### src/rtl/branch_pkg.sv
// Shared types and decode helpers for the execute-stage branch controller.
// Holds the FSM state enum, branch funct3 codes and the taken decision.
package branch_pkg;

    typedef enum logic [1:0] {
        S_IDLE,
        S_CMP,
        S_FLUSH
    } br_state_e;

    localparam logic [2:0] F3_BEQ  = 3'b000;
    localparam logic [2:0] F3_BNE  = 3'b001;
    localparam logic [2:0] F3_BLT  = 3'b100;
    localparam logic [2:0] F3_BGE  = 3'b101;
    localparam logic [2:0] F3_BLTU = 3'b110;
    localparam logic [2:0] F3_BGEU = 3'b111;

    // Conditional-branch direction from the comparator flags.
    // Unsupported codes resolve as not taken.
    function automatic logic taken_f(
        input logic [2:0] funct3,
        input logic       less,
        input logic       equal
    );
        logic t;
        t = 1'b0;
        case (funct3)
            F3_BEQ:  t = equal;
            F3_BNE:  t = !equal;
            F3_BLT:  t = less;
            F3_BGE:  t = !less;
            F3_BLTU: t = less;
            F3_BGEU: t = !less;
            default: t = 1'b0;
        endcase
        return t;
    endfunction

    function automatic logic illegal_f(input logic [2:0] funct3);
        return (funct3 == 3'b010) || (funct3 == 3'b011);
    endfunction

endpackage

### src/rtl/branch_ctrl.sv
// Branch/jump resolution controller driving the shared brcomp comparator.
// Ports: br_* handshake in, brc_* to/from brcomp, resolve/redirect/flush out, perf counters.
module branch_ctrl
    import branch_pkg::*;
#(
    parameter int XLEN         = 32,
    parameter int FLUSH_CYCLES = 2,
    parameter int CNT_W        = 16
) (
    input  logic             i_clk,
    input  logic             i_rst_n,
    input  logic             i_br_valid,
    output logic             o_br_ready,
    input  logic [2:0]       i_funct3,
    input  logic             i_is_jal,
    input  logic             i_is_jalr,
    input  logic             i_pred_taken,
    input  logic [XLEN-1:0]  i_pc,
    input  logic [XLEN-1:0]  i_imm,
    input  logic [XLEN-1:0]  i_rs1_data,
    input  logic [XLEN-1:0]  i_rs2_data,
    input  logic             i_kill,
    output logic [XLEN-1:0]  o_brc_rs1,
    output logic [XLEN-1:0]  o_brc_rs2,
    output logic             o_brc_unsign,
    input  logic             i_brc_less,
    input  logic             i_brc_equal,
    output logic             o_resolve_valid,
    output logic             o_taken,
    output logic             o_redirect_valid,
    output logic [XLEN-1:0]  o_redirect_pc,
    output logic             o_flush,
    output logic             o_illegal,
    output logic [CNT_W-1:0] o_br_cnt,
    output logic [CNT_W-1:0] o_mis_cnt
);

    localparam int FW = $clog2(FLUSH_CYCLES + 1);

    br_state_e        state_q, state_d;
    logic [2:0]       f3_q, f3_d;
    logic             jal_q, jal_d;
    logic             jalr_q, jalr_d;
    logic             pred_q, pred_d;
    logic [XLEN-1:0]  pc_q, pc_d;
    logic [XLEN-1:0]  imm_q, imm_d;
    logic [XLEN-1:0]  rs1_q, rs1_d;
    logic [XLEN-1:0]  rs2_q, rs2_d;
    logic [FW-1:0]    fcnt_q, fcnt_d;
    logic [CNT_W-1:0] br_cnt_q, br_cnt_d;
    logic [CNT_W-1:0] mis_cnt_q, mis_cnt_d;

    logic             is_jump;
    logic             taken_c;
    logic [XLEN-1:0]  target_c;

    assign is_jump = jal_q | jalr_q;
    assign taken_c = is_jump | taken_f(f3_q, i_brc_less, i_brc_equal);

    // JALR clears bit 0 of the sum; everything else is PC-relative.
    assign target_c = jalr_q ? ((rs1_q + imm_q) & ~XLEN'(1))
                             : (pc_q + imm_q);

    assign o_brc_rs1 = rs1_q;
    assign o_brc_rs2 = rs2_q;
    assign o_br_cnt  = br_cnt_q;
    assign o_mis_cnt = mis_cnt_q;

    always_comb begin
        state_d   = state_q;
        f3_d      = f3_q;
        jal_d     = jal_q;
        jalr_d    = jalr_q;
        pred_d    = pred_q;
        pc_d      = pc_q;
        imm_d     = imm_q;
        rs1_d     = rs1_q;
        rs2_d     = rs2_q;
        fcnt_d    = fcnt_q;
        br_cnt_d  = br_cnt_q;
        mis_cnt_d = mis_cnt_q;

        o_br_ready       = 1'b0;
        o_brc_unsign     = 1'b0;
        o_resolve_valid  = 1'b0;
        o_taken          = 1'b0;
        o_redirect_valid = 1'b0;
        o_redirect_pc    = '0;
        o_flush          = 1'b0;
        o_illegal        = 1'b0;

        unique case (state_q)
            S_IDLE: begin
                o_br_ready = 1'b1;
                if (i_br_valid) begin
                    f3_d    = i_funct3;
                    jal_d   = i_is_jal;
                    jalr_d  = i_is_jalr;
                    pred_d  = i_pred_taken;
                    pc_d    = i_pc;
                    imm_d   = i_imm;
                    rs1_d   = i_rs1_data;
                    rs2_d   = i_rs2_data;
                    state_d = S_CMP;
                end
            end
            S_CMP: begin
                o_brc_unsign = (f3_q == F3_BLTU) || (f3_q == F3_BGEU);
                state_d      = S_IDLE;
                if (!i_kill) begin
                    o_resolve_valid = 1'b1;
                    o_taken         = taken_c;
                    o_illegal       = !is_jump && illegal_f(f3_q);
                    br_cnt_d        = br_cnt_q + 1'b1;
                    if (taken_c != pred_q) begin
                        o_redirect_valid = 1'b1;
                        o_redirect_pc    = taken_c ? target_c
                                                   : pc_q + XLEN'(4);
                        mis_cnt_d        = mis_cnt_q + 1'b1;
                        fcnt_d           = FW'(FLUSH_CYCLES);
                        state_d          = S_FLUSH;
                    end
                end
            end
            S_FLUSH: begin
                o_flush = 1'b1;
                if (fcnt_q <= FW'(1)) begin
                    fcnt_d  = '0;
                    state_d = S_IDLE;
                end else begin
                    fcnt_d = fcnt_q - FW'(1);
                end
            end
            default: state_d = S_IDLE;
        endcase
    end

    always_ff @(posedge i_clk) begin
        if (!i_rst_n) begin
            state_q   <= S_IDLE;
            f3_q      <= '0;
            jal_q     <= 1'b0;
            jalr_q    <= 1'b0;
            pred_q    <= 1'b0;
            pc_q      <= '0;
            imm_q     <= '0;
            rs1_q     <= '0;
            rs2_q     <= '0;
            fcnt_q    <= '0;
            br_cnt_q  <= '0;
            mis_cnt_q <= '0;
        end else begin
            state_q   <= state_d;
            f3_q      <= f3_d;
            jal_q     <= jal_d;
            jalr_q    <= jalr_d;
            pred_q    <= pred_d;
            pc_q      <= pc_d;
            imm_q     <= imm_d;
            rs1_q     <= rs1_d;
            rs2_q     <= rs2_d;
            fcnt_q    <= fcnt_d;
            br_cnt_q  <= br_cnt_d;
            mis_cnt_q <= mis_cnt_d;
        end
    end

endmodule

### config.mk
export PLATFORM = sky130hd
export DESIGN_NAME = branch_ctrl
export DESIGN_NICKNAME = d
export VERILOG_FILES = /design/src/rtl/branch_pkg.sv /design/src/rtl/branch_ctrl.sv
export SDC_FILE = /design/constraint.sdc
export NUM_CORES = 1
export LEC_CHECK = 0
export CORE_MARGIN = 2
export CORE_UTILIZATION = 47
export CTS_BUF_LIST = sky130_fd_sc_hd__clkbuf_2 sky130_fd_sc_hd__clkbuf_4 sky130_fd_sc_hd__clkbuf_8
export CTS_CLUSTER_DIAMETER = 120
export CTS_CLUSTER_SIZE = 8
export DETAILED_ROUTE_END_ITERATION = 8
export PLACE_DENSITY = 0.84
export SETUP_SLACK_MARGIN = 0.05
export SLEW_MARGIN = 20
export SYNTH_ARGS = -nofsm -noshare
export SYNTH_HDL_FRONTEND = slang
export SYNTH_SLANG_ARGS = --single-unit
### constraint.sdc
create_clock -name i_clk -period 2.79 [get_ports i_clk]
set_input_delay 0.279 -clock i_clk [delete_from_list [all_inputs] [get_ports i_clk]]
set_output_delay 0.279 -clock i_clk [all_outputs]
set_load 0.005 [all_outputs]
=== After elaboration in Yosys (flattened, before gate mapping) ===
Index checks and enable logic that the tools add are counted.

* Register bits after elaboration: 170
* Bits of input ports: 140
* Output and inout port bits: 135
* Logic and storage cells: 79

* Add/subtract/negate cells: 6
* Order comparisons: 1
* Eq/ne operators: 14
* Multiplexer cells: 27
* Bitwise gates (word level): 3
* Reductions and logical operators: 16

{| class="wikitable"
|+ Operators with widths
! operator !! count
|-
| two-way mux 32 bit || 5
|-
| adder 32 bit || 2
|-
| adder 16 x 1 -> 16 bit (second input constant) || 2
|-
| adder 32 x 3 -> 32 bit (second input constant) || 1
|-
| two-way mux 2 bit || 7
|-
| == test 3 bit (second input constant) || 4
|-
| two-way mux 1 bit || 12
|-
| != test 2 bit (second input constant) || 4
|-
| == test 3 x 2 -> 1 bit (second input constant) || 2
|-
| one-hot mux 2 bit (3 select lines) || 1
|-
| AND reduction 2 bit || 3
|-
| AND reduction 3 bit || 2
|-
| one-hot mux 1 bit (4 select lines) || 1
|-
| one-hot mux 2 bit (2 select lines) || 1
|-
| OR reduction 2 bit || 2
|-
| == test 3 x 1 -> 1 bit (second input constant) || 1
|-
| zero test 1 bit || 3
|-
| zero test 3 bit || 1
|-
| == test 2 x 1 -> 1 bit (second input constant) || 1
|-
| == test 2 bit (second input constant) || 1
|-
| <= comparator 2 x 1 -> 1 bit (second input constant) || 1
|-
| zero test 2 bit || 1
|-
| logical OR 1 bit || 2
|-
| bitwise OR 1 bit || 2
|-
| other kinds (5) || 5
|}

=== Depth between registers and ports, before layout ===
* Word-level depth: 8
* Gate-level depth with buffers: 12
* Gate-level depth less buffers: 12

=== Worst setup path after synthesis ===
OpenSTA, ideal clock, no wires.

* Path kind: flip-flop to output port
* Start: reg imm_q[0]
* End: out o_redirect_pc[24]
* Arrival: 2.650 ns
* Data required time: 2.511 ns
* Setup slack: -0.139 ns
* Cell stages (with the launch flop): 13
* Path buffers: 0
* Cells stage by stage: dfxtp_1 ha_1 inv_1 fa_1 nor2b_1 o31ai_1 a2111oi_2 o31ai_1 a31oi_1 a41o_1 a21oi_1 xor2_1 a221oi_1

* Word-level cells in the longest chain between the ends: 6
* Elaborated cells between the ends (all ways): 7
* Those cells by class: add/sub: 2; mux: 5

{| class="wikitable"
|+ Ends and longest elaborated chain
! what !! line !! RTL
|-
| from (decl) || branch_ctrl.sv:46 || <nowiki>logic [XLEN-1:0] imm_q, imm_d;</nowiki>
|-
| from (signal assigned) || branch_ctrl.sv:159 || <nowiki>imm_q <= imm_d;</nowiki>
|-
| adder 32 bit (on tied branches) || branch_ctrl.sv:62, branch_ctrl.sv:61 ||
|-
| two-way mux 32 bit (*) || branch_ctrl.sv:61 || <nowiki>assign target_c = jalr_q ? ((rs1_q + imm_q) & ~XLEN'(1))</nowiki>
|-
| two-way mux 32 bit (*) || branch_ctrl.sv:117 || <nowiki>o_redirect_pc = taken_c ? target_c</nowiki>
|-
| two-way mux 32 bit (*) || branch_ctrl.sv:115 || <nowiki>if (taken_c != pred_q) begin</nowiki>
|-
| two-way mux 32 bit (*) || branch_ctrl.sv:110 || <nowiki>if (!i_kill) begin</nowiki>
|-
| two-way mux 32 bit (*) || branch_ctrl.sv:92 || <nowiki>unique case (state_q)</nowiki>
|-
| to (decl) || branch_ctrl.sv:31 || <nowiki>output logic [XLEN-1:0] o_redirect_pc,</nowiki>
|}

Every way passes the cells marked *; elsewhere a longest branch is shown, timed or not.

=== Worst setup path after layout ===
Same ends and word-level chain as after synthesis.

==> reports/qor.yml <==
p_total_mw: 6.64
holdPathEnd: "o_brc_rs2[20]"
synth-async-reset-ratio_pct: 0
area_growth_pct: 57.6
synth_top_family_by_area: "compound AO/OA/AOI/OAI gates"
h-tree-depth: 4
hold_ws_ns: 0.327
power.static_leakage_nw: 7.32
cts_buffers: 17
path_max_fanout: 3
period_share_pct: 133
startpoint_type: "flop"
die_h_um: 158
r2r-start: "f3_q[0]"
antenna_found_initial: 4
clkTransAtPathRegs_ns: 0.14
clock-sinks: 170
io_pins: 275
die_area_um2: 25000
die_x_um: 158
grt_pass1_vias: 12623
seqPwrFrac_pct: 40.0
antenna_left: 0
netlist_area_um2: 11200
r2r-end: "o_mis_cnt[6]"
rsz0062_at_grt: "true"
seq_area_frac_synth_pct: 30.5
p_clk_share_pct: 30.2
max_clock_freq_ghz: 0.270
port_buffers: 274
ys.flop_type: "dfxtp_1"
drive_above_1_share_pct: 26.2
worst_clock_skew_ns: 0.0274
p_per_area_nw_per_um2: 377
cp.arrival_ns: 3.43
synthCells: 1436
clock_path_buffers: 2
coreArea_um2: 23400
timing.final.ws_setup_ns: -0.914
clock_latency_ns: 0.49
drc: 0
slowest_delay_ns: 0.39
p_comb_share_pct: 29.8
cts_tree: "done"
p_sw_share_pct: 35.4
synth_compound_area_share_pct: 25.9
drt_iter0_drc: 994
layout.nets: 2162
hold_viol: 0
hold_start: "i_rs2_data[20]"
maxCapViolCount: 0
synth_mux_area_share_pct: 0.628
crit_buf_inv: 3
ys_types: 80
synth-adder-area-share_pct: 7.54
synth-simple-area-share_pct: 24.1
drt_pass1_iterations: 5
pre_cts_ws_ns: -0.878
critPathSlowestCell: "fa_2"
holdCritPathClass: "primary input to flop"
p_int_mw: 4.29
cts_root_buf: "clkbuf_8"
route.vias.total: 12770
synth-xor-area-share_pct: 8.01
cp-startpoint: "imm_q[0]"
track_usage_pct: 32.1
timing.reg2reg.worst_path_depth: 10
synth_edf_count: 0
wl_per_cell_um: 18.2
cpLargestDelayFamily: "compound AO/OA/AOI/OAI gates"
ys_warn_count: 0
setup_viol: 29
nFillCells: 1714
grt_use_met3_pct: 7.91
gr-total-overflow: 0
cp.required_ns: 2.51
start_util_pct: 47.7
drv_slew: 0
met1_usage_pct: 38.3
fp-row-count: 56
min_period_ns: 3.70
grt_max_degree: 94
grt_pass1_wl_mm: 63.7
peakVddDrop_mv: 0.421
crit_type: "flop to output pin"
use_met2_pct: 56.3
synth_seq_cells: 170
maxSlewHeadroom_pct: 51.8
endpoint_kind: "output pin"
violations: "negative setup slack"
ff2ff_setup_slack_ns: 0.35
p_sw_mw: 2.35
critical_path.cell_chain: "buf_6 -> nand2_4 -> fa_2 -> nand2b_4 -> a21oi_4 -> o311a_4 -> o2111ai_4 -> a21oi_2 -> buf_4 -> a311oi_4 -> o21a_1 -> xor2_1 -> a221oi_2 -> buf_2"
wirelength_mm: 41.8
utilization_pct: 75.1
whs_path_depth: 3
grt_most_used_layer: "met2"
syn_nets: 1642
run_status: "complete, but fails checks"
syn_avg_cell_area_um2: 7.77
viasPerCell: 5.58
place.gp.congestion: 0.938
worst_pin_slew_ns: 0.722
dpl.hpwl_mm: 29.5
==> placed cells by master (no fill, tap or decap), types with 9 or more instances in the layout <==
cell,Yosys,layout
and3_1,16,15
nand2b_1,15,12
o21ai_1,5,13
a21boi_0,140,139
dfxtp_2,0,16
a211oi_2,0,13
dfxtp_1,170,153
nand2_1,341,337
ha_1,64,50
nor2_1,58,56
or3_1,12,11
buf_6,0,26
nor2b_1,16,14
a21o_1,21,21
a21oi_1,77,55
inv_1,16,14
buf_4,0,272
o21a_1,11,11
and2_1,28,26
buf_2,11,28
o21ai_0,55,43
nand3_1,31,29
ha_4,0,14
xnor2_1,70,65
clkbuf_8,0,17
xor2_1,32,30
clkdlybuf4s50_1,0,239
nor3_1,15,13
buf_12,0,9
a21oi_2,2,21
nand4_1,24,24
==> kinds of logic after synthesis <==
| family | Yosys count |
|---|---|
| fa+ha+maj | 66 |
| simple gates | 586 |
| flops | 170 |
| mux | 7 |
| xor+xnor | 102 |
| buf+inv | 95 |
| compound gates | 410 |
==> state kept, by name, summed over array words and instances, names as in the netlist <==
signal / flops
imm_q: 32
o_brc_rs1: 32
o_brc_rs2: 32
pc_q: 32
o_br_cnt: 16
o_mis_cnt: 16
f3_q: 3
fcnt_q: 2
state_q: 2
jal_q: 1
jalr_q: 1
pred_q: 1
==> metal layers <==
| layer | up-vias | part of all wire [%] |
|---|---|---|
| li1 | 6091 | - |
| met1 | 5986 | 40 |
| met2 | 557 | 48 |
| met3 | 132 | 7.8 |
| met4 | 4 | 4.0 |
| met5 | - | 0.057 |
==> tightest hold or removal path, cell delays in order <==
cell and delay, ns:
clkdlybuf4s50_1 0.39, nand2_1 0.05, a21boi_0 0.06
==> repair_timing <==
item	CTS	global route
setup endpoints to repair	34	33
gates cloned	0	0
pin swaps	88	61
gates resized for setup	228	71
hold endpoints to repair	0	0
buffers inserted	39	17
hold buffers	0	0
==> power groups by stage <==
stage / clock network, mW / registers, mW / logic [mW]
finish: 2.01 / 2.66 / 1.98
global route: 2.11 / 2.67 / 2.12
CTS: 2.03 / 2.65 / 1.86
detailed placement: 0 / 2.70 / 1.75
global placement: 0 / 2.69 / 1.72
floorplan: 0 / 2.70 / 0.818
==> worst max path at each step <==
stage / slack [ns] / cells after the start / endpoint
2_1_floorplan: 0.009 / 12 / o_redirect_pc[24]
4_1_cts: -0.89 / 14 / o_redirect_pc[24]
3_3_place_gp: -0.84 / 12 / o_redirect_pc[24]
6_report: -0.91 / 14 / o_redirect_pc[24]
3_5_place_dp: -0.88 / 12 / o_redirect_pc[24]
5_1_grt: -1.05 / 14 / o_redirect_pc[24]
==> synth_stat cells (4+ instances only) <==
cell	count	area share, %
a211oi_1	16	1.1
a21boi_0	140	9.4
a21boi_1	6	0.40
a21o_1	21	1.4
a21oi_1	77	3.5
a221oi_1	6	0.47
a31oi_1	10	0.56
and2_1	28	1.6
and3_1	16	0.90
and4_1	6	0.47
buf_1	6	0.20
buf_2	11	0.49
clkbuf_1	60	2.0
dfxtp_1	170	31
ha_1	64	7.2
inv_1	16	0.54
mux2i_1	7	0.63
nand2_1	341	11
nand2b_1	15	0.84
nand3_1	31	1.4
nand4_1	24	1.3
nor2_1	58	2.0
nor2b_1	16	0.90
nor3_1	15	0.67
o211ai_1	7	0.47
o21a_1	11	0.74
o21ai_0	55	2.5
o21ai_1	5	0.22
o21bai_1	4	0.27
o221ai_1	5	0.39
or3_1	12	0.67
xnor2_1	70	5.5
xor2_1	32	2.5
==> per-stage QoR <==
stage               area (um^2)  setup TNS [ns]  std cells
floorplan                 11200               0       1436
global placement          16000          -14.73       2204
detailed placement        16000          -16.50       2204
CTS                       17200          -16.57       2275
global route              17600          -20.93       2288
finish                    17600          -17.62       2289
==> layout make-up <==
class,instances,area [um^2],area share (%)
tap,319,399,2.27
multi-input combinational,1171,8150,46.3
sequential,170,3430,19.5
antenna,1,2.50,0.0142
timing repair buffer,579,5090,28.9
clock inverter,15,216,1.23
inverter,17,71.3,0.406
clock buffer,17,234,1.33
(Power assumes the default switching activity.)
